### src/rtl/board_view_renderer.sv
// Purpose: maps each screen pixel to a toroidal board cell, fetches the packed
//          board word, extracts the cell bit and overlays a cursor outline.
// Latency: 3 cycles from hcount/vcount/syncs in to pix_out/syncs out.
// Backpressure: none. One read address per cycle, so memory must accept back-to-back reads.
//
// Ports:
//   clk_in, rst_n_in              pixel clock, async active-low reset
//   hcount_in, vcount_in          timing-generator position
//   hsync_in, vsync_in, blank_in  timing-generator syncs (active low) and blank
//   view_x/y_in, cursor_x/y_in    view origin and cursor cell, latched on vsync fall
//   addr_r_out, data_r_in         board memory read port (data 1 cycle after address)
//   pix_out, hsync_out, vsync_out RGB444 pixel plus aligned syncs
//   frame_done_out                one-cycle pulse when view/cursor are latched
// Build option: define RENDERER_GRID_EN to draw grid lines on dead in-view cells.

module board_view_renderer #(
  parameter int          WORD_SIZE      = 16,
  parameter int          LOG_BOARD_SIZE = 8,
  parameter int          LOG_CELL_PIX   = 4,
  parameter int          VIEW_W         = 64,
  parameter int          VIEW_H         = 48,
  parameter int          LOG_MAX_ADDR   = 12,
  parameter logic [11:0] ALIVE_COLOR    = 12'hFFF,
  parameter logic [11:0] DEAD_COLOR     = 12'h000,
  parameter logic [11:0] CURSOR_COLOR   = 12'hF00,
  parameter logic [11:0] GRID_COLOR     = 12'h333
) (
  input  logic                      clk_in,
  input  logic                      rst_n_in,
  input  logic [10:0]               hcount_in,
  input  logic [9:0]                vcount_in,
  input  logic                      hsync_in,
  input  logic                      vsync_in,
  input  logic                      blank_in,
  input  logic [LOG_BOARD_SIZE-1:0] view_x_in,
  input  logic [LOG_BOARD_SIZE-1:0] view_y_in,
  input  logic [LOG_BOARD_SIZE-1:0] cursor_x_in,
  input  logic [LOG_BOARD_SIZE-1:0] cursor_y_in,
  output logic [LOG_MAX_ADDR-1:0]   addr_r_out,
  input  logic [WORD_SIZE-1:0]      data_r_in,
  output logic [11:0]               pix_out,
  output logic                      hsync_out,
  output logic                      vsync_out,
  output logic                      frame_done_out
);

  localparam int LB        = LOG_BOARD_SIZE;
  localparam int LOG_WS    = $clog2(WORD_SIZE);
  localparam int BIT_W     = (LOG_WS > 0) ? LOG_WS : 1;
  // Words per board row is 2^ROW_SHIFT, so the row term of the address is a shift.
  localparam int ROW_SHIFT = LB - LOG_WS;
  localparam logic [11:0] H_LIM = 12'(VIEW_W << LOG_CELL_PIX);
  localparam logic [10:0] V_LIM = 11'(VIEW_H << LOG_CELL_PIX);
`ifdef RENDERER_GRID_EN
  localparam bit GRID_EN = 1'b1;
`else
  localparam bit GRID_EN = 1'b0;
`endif

  // Frame latch: view and cursor only change on the vsync falling edge so a
  // frame is always drawn from one consistent set of coordinates.
  logic          vsync_q;
  logic          vsync_fall;
  logic [LB-1:0] sh_view_x, sh_view_y, sh_cur_x, sh_cur_y;

  assign vsync_fall = !vsync_in && vsync_q;

  always_ff @(posedge clk_in or negedge rst_n_in) begin
    if (!rst_n_in) begin
      vsync_q        <= 1'b1;
      frame_done_out <= 1'b0;
      sh_view_x      <= '0;
      sh_view_y      <= '0;
      sh_cur_x       <= '0;
      sh_cur_y       <= '0;
    end else begin
      vsync_q        <= vsync_in;
      frame_done_out <= vsync_fall;
      if (vsync_fall) begin
        sh_view_x <= view_x_in;
        sh_view_y <= view_y_in;
        sh_cur_x  <= cursor_x_in;
        sh_cur_y  <= cursor_y_in;
      end
    end
  end

  // Stage 0: screen position -> board cell (wraps naturally at LB bits).
  logic [LB-1:0]           cx, cy;
  logic [LOG_CELL_PIX-1:0] ox, oy;
  logic                    in_view, cur_edge, grid_px;
  logic [LOG_MAX_ADDR-1:0] addr_c;

  always_comb begin
    cx       = LB'(hcount_in >> LOG_CELL_PIX) + sh_view_x;
    cy       = LB'(vcount_in >> LOG_CELL_PIX) + sh_view_y;
    ox       = LOG_CELL_PIX'(hcount_in);
    oy       = LOG_CELL_PIX'(vcount_in);
    in_view  = ({1'b0, hcount_in} < H_LIM) && ({1'b0, vcount_in} < V_LIM);
    // Outline only: outermost pixel ring of the cursor cell.
    cur_edge = (cx == sh_cur_x) && (cy == sh_cur_y) &&
               ((ox == '0) || (ox == '1) || (oy == '0) || (oy == '1));
    grid_px  = (ox == '0) || (oy == '0);
    addr_c   = (LOG_MAX_ADDR'(cy) << ROW_SHIFT) | LOG_MAX_ADDR'(cx >> LOG_WS);
  end

  logic             s0_show, s0_cur_edge, s0_grid;
  logic [BIT_W-1:0] s0_bit;
  logic             s1_show, s1_cur_edge, s1_grid;
  logic [BIT_W-1:0] s1_bit;
  logic [1:0]       hs_d, vs_d;
  logic [11:0]      pix_c;

  always_ff @(posedge clk_in or negedge rst_n_in) begin
    if (!rst_n_in) begin
      addr_r_out  <= '0;
      s0_show     <= 1'b0;
      s0_cur_edge <= 1'b0;
      s0_grid     <= 1'b0;
      s0_bit      <= '0;
      s1_show     <= 1'b0;
      s1_cur_edge <= 1'b0;
      s1_grid     <= 1'b0;
      s1_bit      <= '0;
      hs_d        <= 2'b11;
      vs_d        <= 2'b11;
      hsync_out   <= 1'b1;
      vsync_out   <= 1'b1;
      pix_out     <= 12'h000;
    end else begin
      // Stage 0
      addr_r_out  <= addr_c;
      s0_show     <= !blank_in && in_view;
      s0_cur_edge <= cur_edge;
      s0_grid     <= grid_px;
      s0_bit      <= BIT_W'(cx);
      // Stage 1: memory is busy with addr_r_out, sideband just waits.
      s1_show     <= s0_show;
      s1_cur_edge <= s0_cur_edge;
      s1_grid     <= s0_grid;
      s1_bit      <= s0_bit;
      // Stage 2
      pix_out     <= pix_c;
      hs_d        <= {hs_d[0], hsync_in};
      vs_d        <= {vs_d[0], vsync_in};
      hsync_out   <= hs_d[1];
      vsync_out   <= vs_d[1];
    end
  end

  // Stage 2 colour priority: blank/out-of-view, cursor outline, alive, grid, dead.
  always_comb begin
    pix_c = DEAD_COLOR;
    if (!s1_show)                pix_c = 12'h000;
    else if (s1_cur_edge)        pix_c = CURSOR_COLOR;
    else if (data_r_in[s1_bit])  pix_c = ALIVE_COLOR;
    else if (GRID_EN && s1_grid) pix_c = GRID_COLOR;
  end

endmodule

### config.mk
export PLATFORM = sky130hd
export DESIGN_NAME = board_view_renderer
export DESIGN_NICKNAME = d
export VERILOG_FILES = /design/src/rtl/board_view_renderer.sv
export SDC_FILE = /design/constraint.sdc
export NUM_CORES = 1
export LEC_CHECK = 0
export CAP_MARGIN = 0
export CORE_MARGIN = 8
export CORE_UTILIZATION = 48
export CTS_BUF_LIST = sky130_fd_sc_hd__clkbuf_2
export DETAILED_ROUTE_END_ITERATION = 7
export PLACE_DENSITY = 0.82
export SLEW_MARGIN = 10
export SYNTH_ARGS = -nofsm -noshare
export SYNTH_HDL_FRONTEND = slang
export SYNTH_SLANG_ARGS = --single-unit
### constraint.sdc
create_clock -name clk_in -period 3.7 [get_ports clk_in]
set_input_delay 0.74 -clock clk_in [delete_from_list [all_inputs] [get_ports clk_in]]
set_output_delay 0.74 -clock clk_in [all_outputs]
set_load 0.01 [all_outputs]
==> results.md <==
- Dpl ws: -0.0713 ns
- Crit path arrival time: 3.67 ns
- CP Depth: 10
- Post-synth EDFFs: 0
- R2R Path Start: sh_view_y[0]
- Seq pwr share: 0.462
- Top-count cell post-synth: dfrtp_1
- CTS Buffer Depth: 2
- IO Port Bufs: 100
- Layout cell share with drive strength beyond 1: 0.188
- Clock transition at path regs: 0.17 ns
- Setup crit end kind: flip-flop
- Diode count: 0
- Sw Share: 0.318
- Worst path max stage delay: 0.52 ns
- Max Slew Vio Count: 0
- Finished Cell Area: 4330 um2
- Worst slew margin: 0.376
- Ys Warns: 0
- Post-synth top cells: dfrtp_1 (59), mux2_2 (30), xnor2_1 (21)
- Initial DRC count: 117
- Vias: 2317
- End of the critical path: s0_cur_edge
- CTS tree: done
- Initial core utilization: 0.490
- P&R area growth vs syn: 32.4%
- Clock skew: 0.0291 ns
- Synthesis-stage register bit count: 65
- Yosys cell types: 53
- Synth Flop Type: dfrtp_1
- Final WS setup: 0.436 ns
- Buf/Inv on CP: 2
- Gr ovfl total: 0
- Pin count of the biggest net entering global routing: 36
- I/O pin cnt: 101
- Max-Cap Viols: 0
- Slew @ Worst Pin: 0.933 ns
- Post-Synthesis Cells: 255
- Largest delay share family, worst path: simple AND/OR/NAND/NOR gates
- Clock share of power: 0.164
- CTS H-tree depth: 3
- Most frequent CP cell: or4_1
- Area leader, netlist: dfrtp_1
- Routability cong.: 0.796
- Core area: 6680 um2
- DRC: 0
- Vias in the first global route: 2431
- Post-layout nets: 436
- Worst setup SP type: input pin
- Max Clk Rate: 0.306 GHz
- WS Path Type: input pin to flip-flop
- Reg2reg setup slack: 0.67 ns
- RSZ-0062 raised after global routing: no
- Final core occ: 0.649
- Internal: 0.00136 W
- Final HPWL DP: 5630 um
- Cell row count: 30
- Yosys top cell area share: 0.451
- Fin crit period: 3.26 ns
- Worst EP required: 4.10 ns
- Vias per cell: 5.36
- Synthesized area: 3270 um2
- Syn Nets: 344
- Die Area: 9710 um2
- Fin. Hold Viols: 0
- Comb power frac: 0.373
- First-pass GRT wire length: 11800 um
- Crit path max-delay cell type: or4_1
- CTS sink cnt: 65
- Final WL: 7060 um
- First-pass iteration count of the detailed router: 4
- Sequential share of the synthesized area: 0.499
- DP Area: 4250 um2
- Die Y: 98.6 um
- Post-synth ARST share: 1.00
- Crit-path cells: clkdlybuf4s50_1 -> ha_1 -> inv_1 -> fa_1 -> xnor2_1 -> a211oi_2 -> nand4_1 -> or4_1 -> or4_1 -> nor4b_2
- Crit path max fanout: 2
- Clk_lat worst skew: 0.50 ns
- Critical Path Source: vcount_in[4]
- Final Cycle Share: 0.882
- Post-CTS setup buffer count: 0
- Main area contributors after synthesis: dfrtp_1 (45%), mux2_2 (10%), xnor2_1 (5.6%)
- Clock Tree Root: clkbuf_2
- GRT Overall Usage: 0.154
- Psw: 0.000634 W
- Finish-stage setup viols: 0
- Max IR drop VDD: 223 uV
- Worst r2r dst: s0_cur_edge
- HP Class: input pin to async pin
- Lkg Pwr: 1.79 nW
- Mean Syn Cell Area: 12.8 um2
- Initial antenna violation count: 0
- WL/cell: 16.3 um
- ANT nets after route: 0
- Post-cts sizing count: 0
- Die W: 98.6 um
- CTS buffer count: 9
- Power Density: 461 nW/um2
- FF-to-FF path depth: 9
- Post-CTS Hold Buffers: 0
- Status: complete, no violations
## cell usage in the layout, fill, tap and decap left out, types with 2 or more instances in the layout
cell type and count:
a21o_1 5, xor2_1 5, nor3_1 2, a21oi_1 9, xnor2_1 21, clkinv_1 3, o21a_1 4, o2111ai_1 2
or4_1 4, nor2_1 4, fa_1 2, nand4_1 4, nand3_1 6, buf_4 2, dfrtp_1 59, o32ai_1 2
dfstp_2 6, clkdlybuf4s50_1 99, clkbuf_2 11, nand2_1 8, nand2b_1 2, mux4_2 5, ha_1 13, mux2_2 30
inv_1 8, o21ai_0 5, o2bb2ai_1 2
## power by group through the flow
stage | sequential [W] | combinational [W] | clock, W
2_1_floorplan | 0.000948 | 0.000443 | 0
3_3_place_gp | 0.000934 | 0.000738 | 0
3_5_place_dp | 0.000940 | 0.000751 | 0
4_1_cts | 0.000926 | 0.000754 | 0.000340
5_1_grt | 0.000942 | 0.000816 | 0.000373
6_report | 0.000923 | 0.000745 | 0.000328
## metal layers
metal	up-vias	share of wire	global-route usage
li1	1109	-	-
met1	1095	0.47	0.196
met2	98	0.44	0.229
met3	15	0.072	0.0521
met4	0	0.024	0.0803
met5	-	0	0
## kinds of logic (layout without fill, tap and decap cells)
group	after synthesis	in the layout	synth area share
buf+inv	29	126	0.0509
flops	65	65	0.499
xor+xnor	27	27	0.0769
fa+ha+maj	16	16	0.0650
simple gates	43	43	0.0799
mux	35	35	0.138
compound gates	40	40	0.0903
## layout make-up
type | count | area (um2)
inverter | 8 | 30.0
multi-input combinational | 161 | 1480
clock inverter | 5 | 23.8
sequential | 65 | 1630
tap | 80 | 100
timing repair buffer | 102 | 1010
clock buffer | 11 | 55.1
fill | 518 | 2350
## flip-flops by register name, indices dropped and copies added (netlist names), 2 cells and up
name        count
addr_r_out     12
sh_cur_x        8
pix_out         2
s1_bit          4
vs_d            2
s0_bit          4
sh_view_y       8
sh_cur_y        8
sh_view_x       8
hs_d            2
## stage by stage
step                 TNS, ns  hold WS (ns)  power [W]  std cells
CTS                        0         0.279    0.00202        432
detailed placement   -0.0713         0.335    0.00169        416
floorplan                  0         0.331    0.00139        255
global placement    -0.00986         0.333    0.00167        416
finish                     0         0.286    0.00200        432
global route               0         0.300    0.00213        432
## worst register-to-register path, cell delays in order (launching register included)
cell and delay (ns):
dfrtp_1 0.44, ha_1 0.20, inv_1 0.07, fa_1 0.44, xnor2_1 0.18, a211oi_2 0.21, nand4_1 0.10, or4_1 0.51
or4_1 0.52, nor4b_2 0.27
## how the worst min path moves through the flow
stage               startpoint             end
floorplan            s0_bit[0]       s1_bit[0]
global route          rst_n_in  frame_done_out
global placement     s0_bit[1]       s1_bit[1]
detailed placement   s0_bit[2]       s1_bit[2]
CTS                   rst_n_in       s1_bit[2]
finish                rst_n_in       s1_bit[2]
No activity file was read; power rests on OpenSTA's default activity.
